`config.mk`:
```
export PLATFORM = sky130hd
export DESIGN_NAME = tlb_wr_ctrl_flat
export DESIGN_NICKNAME = d
export VERILOG_FILES = /design/src/rtl/tlb_wr_ctrl_if.sv /design/src/rtl/tlb_wr_ctrl.sv /design/src/flat_wrapper.sv
export SDC_FILE = /design/constraint.sdc
export NUM_CORES = 1
export LEC_CHECK = 0
export ABC_AREA = 1
export CORE_AREA = 3 3 113 158
export CTS_CLUSTER_DIAMETER = 40
export DETAILED_ROUTE_END_ITERATION = 7
export DIE_AREA = 0 0 116 161
export GPL_ROUTABILITY_DRIVEN = 1
export PLACE_DENSITY = 0.84
export SYNTH_ARGS = -nofsm -noshare
export SYNTH_HDL_FRONTEND = slang
export SYNTH_SLANG_ARGS = --single-unit
```
`constraint.sdc`:
```
create_clock -name clk -period 2.3 [get_ports clk]
set_input_delay 0.345 -clock clk [delete_from_list [all_inputs] [get_ports clk]]
set_output_delay 0.345 -clock clk [all_outputs]
set_load 0.01 [all_outputs]
```
`src/rtl/tlb_wr_ctrl_if.sv`:
```
// Command / RAM port A bundle for tlb_wr_ctrl.
//   master : register block side; drives the staged entry, row, way and command,
//            and observes handshake/status plus the port A drive.
//   slave  : the write sequencer itself.
// Signals:
//   hold_entry, hold_entry_no, hold_way, cmd_valid, cmd  -> staged command
//   cmd_ready, busy, done, err, rd_dly                   <- handshake / status
//   addra, dina, wea                                     <- RAM port A
interface tlb_wr_ctrl_if #(
  parameter int unsigned TLB_ASSOC   = 4,
  parameter int unsigned TLB_ENTRIES = 1024,
  parameter int unsigned ENTRY_W     = 128
);
  localparam int unsigned AW = $clog2(TLB_ENTRIES);

  typedef logic [ENTRY_W-1:0] tlb_entry_t;

  tlb_entry_t           hold_entry;
  logic [15:0]          hold_entry_no;
  logic [7:0]           hold_way;
  logic                 cmd_valid;
  logic [1:0]           cmd;
  logic                 cmd_ready;
  logic [AW-1:0]        addra;
  tlb_entry_t           dina;
  logic [TLB_ASSOC-1:0] wea;
  logic                 busy;
  logic                 done;
  logic                 err;
  logic                 rd_dly;

  modport master (
    output hold_entry, hold_entry_no, hold_way, cmd_valid, cmd,
    input  cmd_ready, addra, dina, wea, busy, done, err, rd_dly
  );

  modport slave (
    input  hold_entry, hold_entry_no, hold_way, cmd_valid, cmd,
    output cmd_ready, addra, dina, wea, busy, done, err, rd_dly
  );
endinterface

```
`src/rtl/tlb_wr_ctrl.sv`:
```
// TLB write / maintenance sequencer.
// Takes the entry, row and way staged by software plus a command strobe and
// drives TLB way-RAM port A for a single-entry write, a single-entry
// invalidate, or a full invalidate-all sweep. While idle, port A's address
// follows the staged row and rd_dly tells the bus interface when readback
// data has settled.
// Ports:
//   clk  - clock, all state on the rising edge
//   rst  - asynchronous active-low reset
//   bus  - tlb_wr_ctrl_if.slave (staged command in; status and port A out)
module tlb_wr_ctrl #(
  parameter int unsigned TLB_ASSOC   = 4,
  parameter int unsigned TLB_ENTRIES = 1024,
  parameter int unsigned RAM_LAT     = 2,
  parameter int unsigned ENTRY_W     = 128
) (
  input  logic         clk,
  input  logic         rst,
  tlb_wr_ctrl_if.slave bus
);

  localparam int unsigned AW = $clog2(TLB_ENTRIES);
  localparam int unsigned WW = $clog2(TLB_ASSOC);
  localparam int unsigned CW = $clog2(RAM_LAT + 1);

  typedef enum logic [1:0] {
    IDLE,
    WRITE,
    SWEEP,
    DONE
  } state_e;

  state_e               state_q, state_d;
  logic [AW-1:0]        addra_q, addra_d;
  logic [ENTRY_W-1:0]   dina_q, dina_d;
  logic [TLB_ASSOC-1:0] wea_q, wea_d;
  logic                 done_q, done_d;
  logic                 err_q, err_d;
  logic                 rd_dly_q, rd_dly_d;
  logic [CW-1:0]        cnt_q, cnt_d;
  logic [15:0]          lfsr_q, lfsr_d;

  logic                 row_oor;
  logic                 way_in_range;
  logic                 reject;
  logic [WW-1:0]        way_idx;

  always_comb begin
    row_oor      = 32'(bus.hold_entry_no) >= TLB_ENTRIES;
    way_in_range = 32'(bus.hold_way) < TLB_ASSOC;
    reject       = (bus.cmd == 2'd3) || ((bus.cmd != 2'd2) && row_oor);
    // Out-of-range way on a write falls back to the pseudo-random replacement way
    way_idx      = way_in_range ? bus.hold_way[WW-1:0] : lfsr_q[WW-1:0];
  end

  always_comb begin
    state_d = state_q;
    addra_d = addra_q;
    dina_d  = dina_q;
    wea_d   = '0;
    done_d  = 1'b0;
    err_d   = 1'b0;
    lfsr_d  = {lfsr_q[0] ^ lfsr_q[2] ^ lfsr_q[3] ^ lfsr_q[5], lfsr_q[15:1]};

    // Port A controls are registered on entry to each state, so everything
    // the command needs is captured on the accepting edge.
    unique case (state_q)
      IDLE: begin
        addra_d = bus.hold_entry_no[AW-1:0];
        if (bus.cmd_valid) begin
          if (reject) begin
            state_d = DONE;
            done_d  = 1'b1;
            err_d   = 1'b1;
          end else if (bus.cmd == 2'd2) begin
            state_d = SWEEP;
            addra_d = '0;
            dina_d  = '0;
            wea_d   = '1;
          end else begin
            state_d = WRITE;
            if (bus.cmd == 2'd0) begin
              dina_d         = bus.hold_entry;
              wea_d[way_idx] = 1'b1;
            end else begin
              dina_d = '0;
              if (way_in_range) wea_d[way_idx] = 1'b1;
              else              wea_d          = '1;
            end
          end
        end
      end
      WRITE: begin
        state_d = DONE;
        done_d  = 1'b1;
      end
      SWEEP: begin
        if (addra_q == AW'(TLB_ENTRIES - 1)) begin
          state_d = DONE;
          done_d  = 1'b1;
        end else begin
          addra_d = addra_q + AW'(1);
          wea_d   = '1;
        end
      end
      DONE: begin
        state_d = IDLE;
      end
      default: begin
        state_d = IDLE;
      end
    endcase

    if ((state_q != IDLE) || (addra_d != addra_q)) cnt_d = '0;
    else if (cnt_q == CW'(RAM_LAT))                 cnt_d = cnt_q;
    else                                            cnt_d = cnt_q + CW'(1);

    // Registered from next-state values so rd_dly equals (cnt == RAM_LAT) & IDLE
    rd_dly_d = (cnt_d == CW'(RAM_LAT)) && (state_d == IDLE);
  end

  always_ff @(posedge clk or negedge rst) begin
    if (!rst) begin
      state_q  <= IDLE;
      addra_q  <= '0;
      dina_q   <= '0;
      wea_q    <= '0;
      done_q   <= 1'b0;
      err_q    <= 1'b0;
      rd_dly_q <= 1'b0;
      cnt_q    <= '0;
      lfsr_q   <= 16'hACE1;
    end else begin
      state_q  <= state_d;
      addra_q  <= addra_d;
      dina_q   <= dina_d;
      wea_q    <= wea_d;
      done_q   <= done_d;
      err_q    <= err_d;
      rd_dly_q <= rd_dly_d;
      cnt_q    <= cnt_d;
      lfsr_q   <= lfsr_d;
    end
  end

  assign bus.cmd_ready = (state_q == IDLE);
  assign bus.busy      = (state_q != IDLE);
  assign bus.addra     = addra_q;
  assign bus.dina      = dina_q;
  assign bus.wea       = wea_q;
  assign bus.done      = done_q;
  assign bus.err       = err_q;
  assign bus.rd_dly    = rd_dly_q;

endmodule

```
`src/flat_wrapper.sv`:
```
// flat-port wrapper written by rule: the top's interface ports become plain ports
module tlb_wr_ctrl_flat 
#(
  parameter int unsigned TLB_ASSOC   = 4,
  parameter int unsigned TLB_ENTRIES = 1024,
  parameter int unsigned RAM_LAT     = 2,
  parameter int unsigned ENTRY_W     = 128
)
  (clk, rst, bus_hold_entry, bus_hold_entry_no, bus_hold_way, bus_cmd_valid, bus_cmd, bus_cmd_ready, bus_addra, bus_dina, bus_wea, bus_busy, bus_done, bus_err, bus_rd_dly);
  tlb_wr_ctrl_if #(.TLB_ASSOC(TLB_ASSOC), .TLB_ENTRIES(TLB_ENTRIES), .ENTRY_W(ENTRY_W)) bus_i ();
  input  logic clk;
  input  logic rst;
  input wire logic [$bits(bus_i.hold_entry)-1:0] bus_hold_entry;
  input wire logic [$bits(bus_i.hold_entry_no)-1:0] bus_hold_entry_no;
  input wire logic [$bits(bus_i.hold_way)-1:0] bus_hold_way;
  input wire logic [$bits(bus_i.cmd_valid)-1:0] bus_cmd_valid;
  input wire logic [$bits(bus_i.cmd)-1:0] bus_cmd;
  output wire logic [$bits(bus_i.cmd_ready)-1:0] bus_cmd_ready;
  output wire logic [$bits(bus_i.addra)-1:0] bus_addra;
  output wire logic [$bits(bus_i.dina)-1:0] bus_dina;
  output wire logic [$bits(bus_i.wea)-1:0] bus_wea;
  output wire logic [$bits(bus_i.busy)-1:0] bus_busy;
  output wire logic [$bits(bus_i.done)-1:0] bus_done;
  output wire logic [$bits(bus_i.err)-1:0] bus_err;
  output wire logic [$bits(bus_i.rd_dly)-1:0] bus_rd_dly;
  assign bus_i.hold_entry = bus_hold_entry;
  assign bus_i.hold_entry_no = bus_hold_entry_no;
  assign bus_i.hold_way = bus_hold_way;
  assign bus_i.cmd_valid = bus_cmd_valid;
  assign bus_i.cmd = bus_cmd;
  assign bus_cmd_ready = bus_i.cmd_ready;
  assign bus_addra = bus_i.addra;
  assign bus_dina = bus_i.dina;
  assign bus_wea = bus_i.wea;
  assign bus_busy = bus_i.busy;
  assign bus_done = bus_i.done;
  assign bus_err = bus_i.err;
  assign bus_rd_dly = bus_i.rd_dly;
  tlb_wr_ctrl #(.TLB_ASSOC(TLB_ASSOC), .TLB_ENTRIES(TLB_ENTRIES), .RAM_LAT(RAM_LAT), .ENTRY_W(ENTRY_W)) u_core (.clk(clk), .rst(rst), .bus(bus_i));
endmodule
```
==> flow_summary.toml <==
[sta]
rsz0062_at_grt = "false"
final.period_utilization = 0.9587
worstMarginPinSlew_ps = 540.5
setup_viol = 0
drv_slew = 0
fin_crit_ps = 2205
relSlewSlack = 0.6396
clock_skew_ps = 11.05
hold_viol_final = 0
fmax_mhz = 453.5
fin_tns_setup_ps = 0

[logic_synthesis]
netlist_area_um2 = 7059
ys_types = 32
yosysSeqAreaShare = 0.5863
syn_area_per_cell_um2 = 8.672
ys.warnings.count = 0
synth_fp_nets = 977
ys_ff_latch = 165
syn-instance-count = 814

[pwr]
p_switching_mw = 1.446
cellPowerDensity_nw_per_um2 = 551.2
intPower_mw = 4.712
p_leak_nw = 5.574
swShare = 0.2348
clkPwrFrac = 0.461
peakVddDrop_uv = 518.5
seq_power_share = 0.471
power_frac_comb = 0.068

[clocking]
root_buffer = "clkbuf_16"
h-tree-depth = 4
cts_buffers = 17
clock_latency_ps = 410
clk_pin_slew_ps = 70
cts.path.max_buffers = 2
cts_tree = "yes"
cts.sinks = 165

[route]
via_per_inst = 5.013
drc = 0
wl_per_cell_um = 16.73
totalWireLength_um = 22530
ant_nets = 0
drtPass1Iterations = 5
first_iter_violations = 539
vias = 6752

[hold_path]
min_path_type = "reg2reg"

[cells_and_area]
fill_cells = 1378
drive_gt1_frac = 0.08486
syn2layout_area_growth_pct = 58.26
nets = 1293
final_util = 0.6699

[job]
maxCapViolCount = 0

[critical_path]
r2r_start = "u_core.bus.addra[0]"
critPathMaxFanout = 6
regToRegSetupSlack_ps = 150
crit_path_max_incr_delay_ps = 540
arrival_ps = 1860
critical_path_cell_count = 4
cpMaxStageDelayCell = "clkdlybuf4s50_1"
cp-startpoint = "u_core.state_q[1]"
r2r_end = "u_core.cnt_q[0]"
endpoint_kind = "output port"
cp_num_buf_inv = 3
ff2ff_path_depth = 11
cp-endpoint = "bus_cmd_ready"
cp-start-kind = "flop"
path_class = "reg2out"
path_delay_family = "buffers and inverters"
crit_chain = "inv_1 > ha_1 > buf_4 > clkdlybuf4s50_1"
cp.required_ps = 1960

[outcome]
status = "finished clean"

[placement]
place.detailed.hpwl_um = 16390
port_buffers = 303
place_congestion = 0.8751

[die]
core_area_um2 = 16680
start_util = 0.4233
dieHeight_um = 161
die_width_um = 116
die_area_um2 = 18680
io_pins = 304
rows = 56

[global_route]
grt_pass1_wl_um = 35820
grt_max_degree = 81
gr-usage-all-layers = 0.2438
grt-ovfl-total = 0
antenna_found_initial = 2
grt_pass1_vias = 6955
-- routing by layer --
layer | vias to the layer above | share of wire | routed length, um | GRT usage
met1 | 3192 | 0.37 | 8396 | 0.2921
met2 | 267 | 0.52 | 11760 | 0.4120
met3 | 54 | 0.066 | 1493 | 0.06147
li1 | 3237 | - | - | -
met4 | 2 | 0.039 | 878 | 0.1055
met5 | - | 0.00031 | 7 | 0
-- power groups by stage --
| stage | clock [mW] | combinational (mW) | sequential, mW |
|---|---|---|---|
| floorplan | 0 | 0.0410 | 2.96 |
| global placement | 0 | 0.413 | 2.96 |
| global route | 3.02 | 0.450 | 2.90 |
| CTS | 2.91 | 0.420 | 2.90 |
| finish | 2.84 | 0.416 | 2.90 |
| detailed placement | 0 | 0.416 | 2.96 |
-- cell usage after synthesis, drive strengths merged --
library cell / number / area share
a21oi: 8 / 0.0057
a22oi: 2 / 0.0021
a31oi: 1 / 0.00089
buf: 23 / 0.020
clkbuf: 21 / 0.011
clkinv: 2 / 0.0011
dfrtp: 157 / 0.56
dfstp: 8 / 0.030
ha: 6 / 0.011
inv: 43 / 0.023
nand2: 311 / 0.17
nand3: 168 / 0.12
nand3b: 2 / 0.0021
nand4: 3 / 0.0027
nor2: 32 / 0.021
nor3: 2 / 0.0014
nor3b: 1 / 0.0011
nor4: 1 / 0.00089
o211ai: 1 / 0.0018
o21a: 4 / 0.0043
o21ai: 12 / 0.0085
or2: 2 / 0.0018
xnor2: 2 / 0.0025
xor2: 2 / 0.0025
-- placed cells by master (no fill, tap or decap), types with 2 or more instances in the layout --
cell / instances
buf_12: 12
inv_1: 40
clkbuf_16: 17
nor2_4: 5
o21a_1: 4
nand3b_1: 2
xnor2_1: 2
ha_1: 6
buf_4: 25
nand3_1: 164
clkdlybuf4s50_1: 301
a22oi_1: 2
xor2_1: 2
o21ai_1: 2
dfrtp_1: 157
nand3_2: 3
nor3_1: 2
o21ai_0: 10
or2_2: 2
nor2_2: 2
nand4_1: 3
inv_8: 5
inv_2: 3
clkinvlp_4: 3
nor2_1: 25
a21oi_1: 8
clkinv_2: 2
inv_6: 3
nand2_1: 310
dfstp_2: 8
-- metrics by stage --
stage | hold slack [ps] | power [mW] | instances | cell area (um^2) | setup WS, ps
final | 346.4 | 6.158 | 1347 | 11170 | 94.97
after global routing | 355.9 | 6.371 | 1347 | 11170 | 19.02
after CTS | 349.1 | 6.226 | 1346 | 11170 | 85.09
after detailed placement | 338.8 | 3.372 | 1312 | 10560 | 38.30
after global placement | 335.3 | 3.369 | 1312 | 10560 | 101.3
after floorplan | 49.41 | 2.998 | 814 | 7059 | 321.8
-- cell families (layout without fill, tap and decap cells) --
| family | Yosys count | in the layout | share of synthesized area |
|---|---|---|---|
| compound gates | 28 | 28 | 0.02322 |
| buf+inv | 89 | 418 | 0.05530 |
| xor+xnor | 4 | 4 | 0.004964 |
| fa+ha+maj | 6 | 6 | 0.01063 |
| other cells | 0 | 1 | 0 |
| simple gates | 522 | 522 | 0.3196 |
| flops | 165 | 165 | 0.5863 |
-- worst min path at each step --
stage                                endpoint  cells after the start  slack, ps         startpoint
after global placement       u_core.lfsr_q[8]                      0        340   u_core.lfsr_q[9]
after global routing        u_core.lfsr_q[11]                      0        360  u_core.lfsr_q[12]
after detailed placement     u_core.lfsr_q[3]                      0        340   u_core.lfsr_q[4]
after floorplan           u_core.bus.addra[0]                      0         50                rst
final                        u_core.lfsr_q[7]                      0        350   u_core.lfsr_q[8]
after CTS                    u_core.lfsr_q[7]                      0        350   u_core.lfsr_q[8]
-- cell type report --
class / instances / area, um^2 / share of cell area
Timing Repair Buffer: 341 / 3471 / 0.3107
Clock inverter: 15 / 165.2 / 0.01478
Tap cell: 203 / 254.0 / 0.02273
Clock buffer: 17 / 425.4 / 0.03808
Multi-Input combinational cell: 560 / 2545 / 0.2278
Inverter: 45 / 170.2 / 0.01523
Sequential cell: 165 / 4139 / 0.3705
Antenna cell: 1 / 2.502 / 0.0002240
-- what timing repair did --
| action | in CTS | in global routing |
|---|---|---|
| hold endpoints to repair | 44 | 0 |
| setup buffers | 1 | 0 |
| gates cloned | 0 | 0 |
| endpoints found under the setup margin | 1 | 3 |
| hold buffers | 1 | 0 |
| gates resized for setup | 1 | 2 |
-- sequential cells by signal (all words and copies together) (netlist names) --
register / count
u_core.bus.dina: 128
u_core.bus.rd_dly: 1
u_core.bus.done: 1
u_core.bus.addra: 10
u_core.lfsr_q: 16
u_core.bus.wea: 4
u_core.state_q: 2
u_core.bus.err: 1
u_core.cnt_q: 2
No activity file was read; power rests on OpenSTA's default activity.
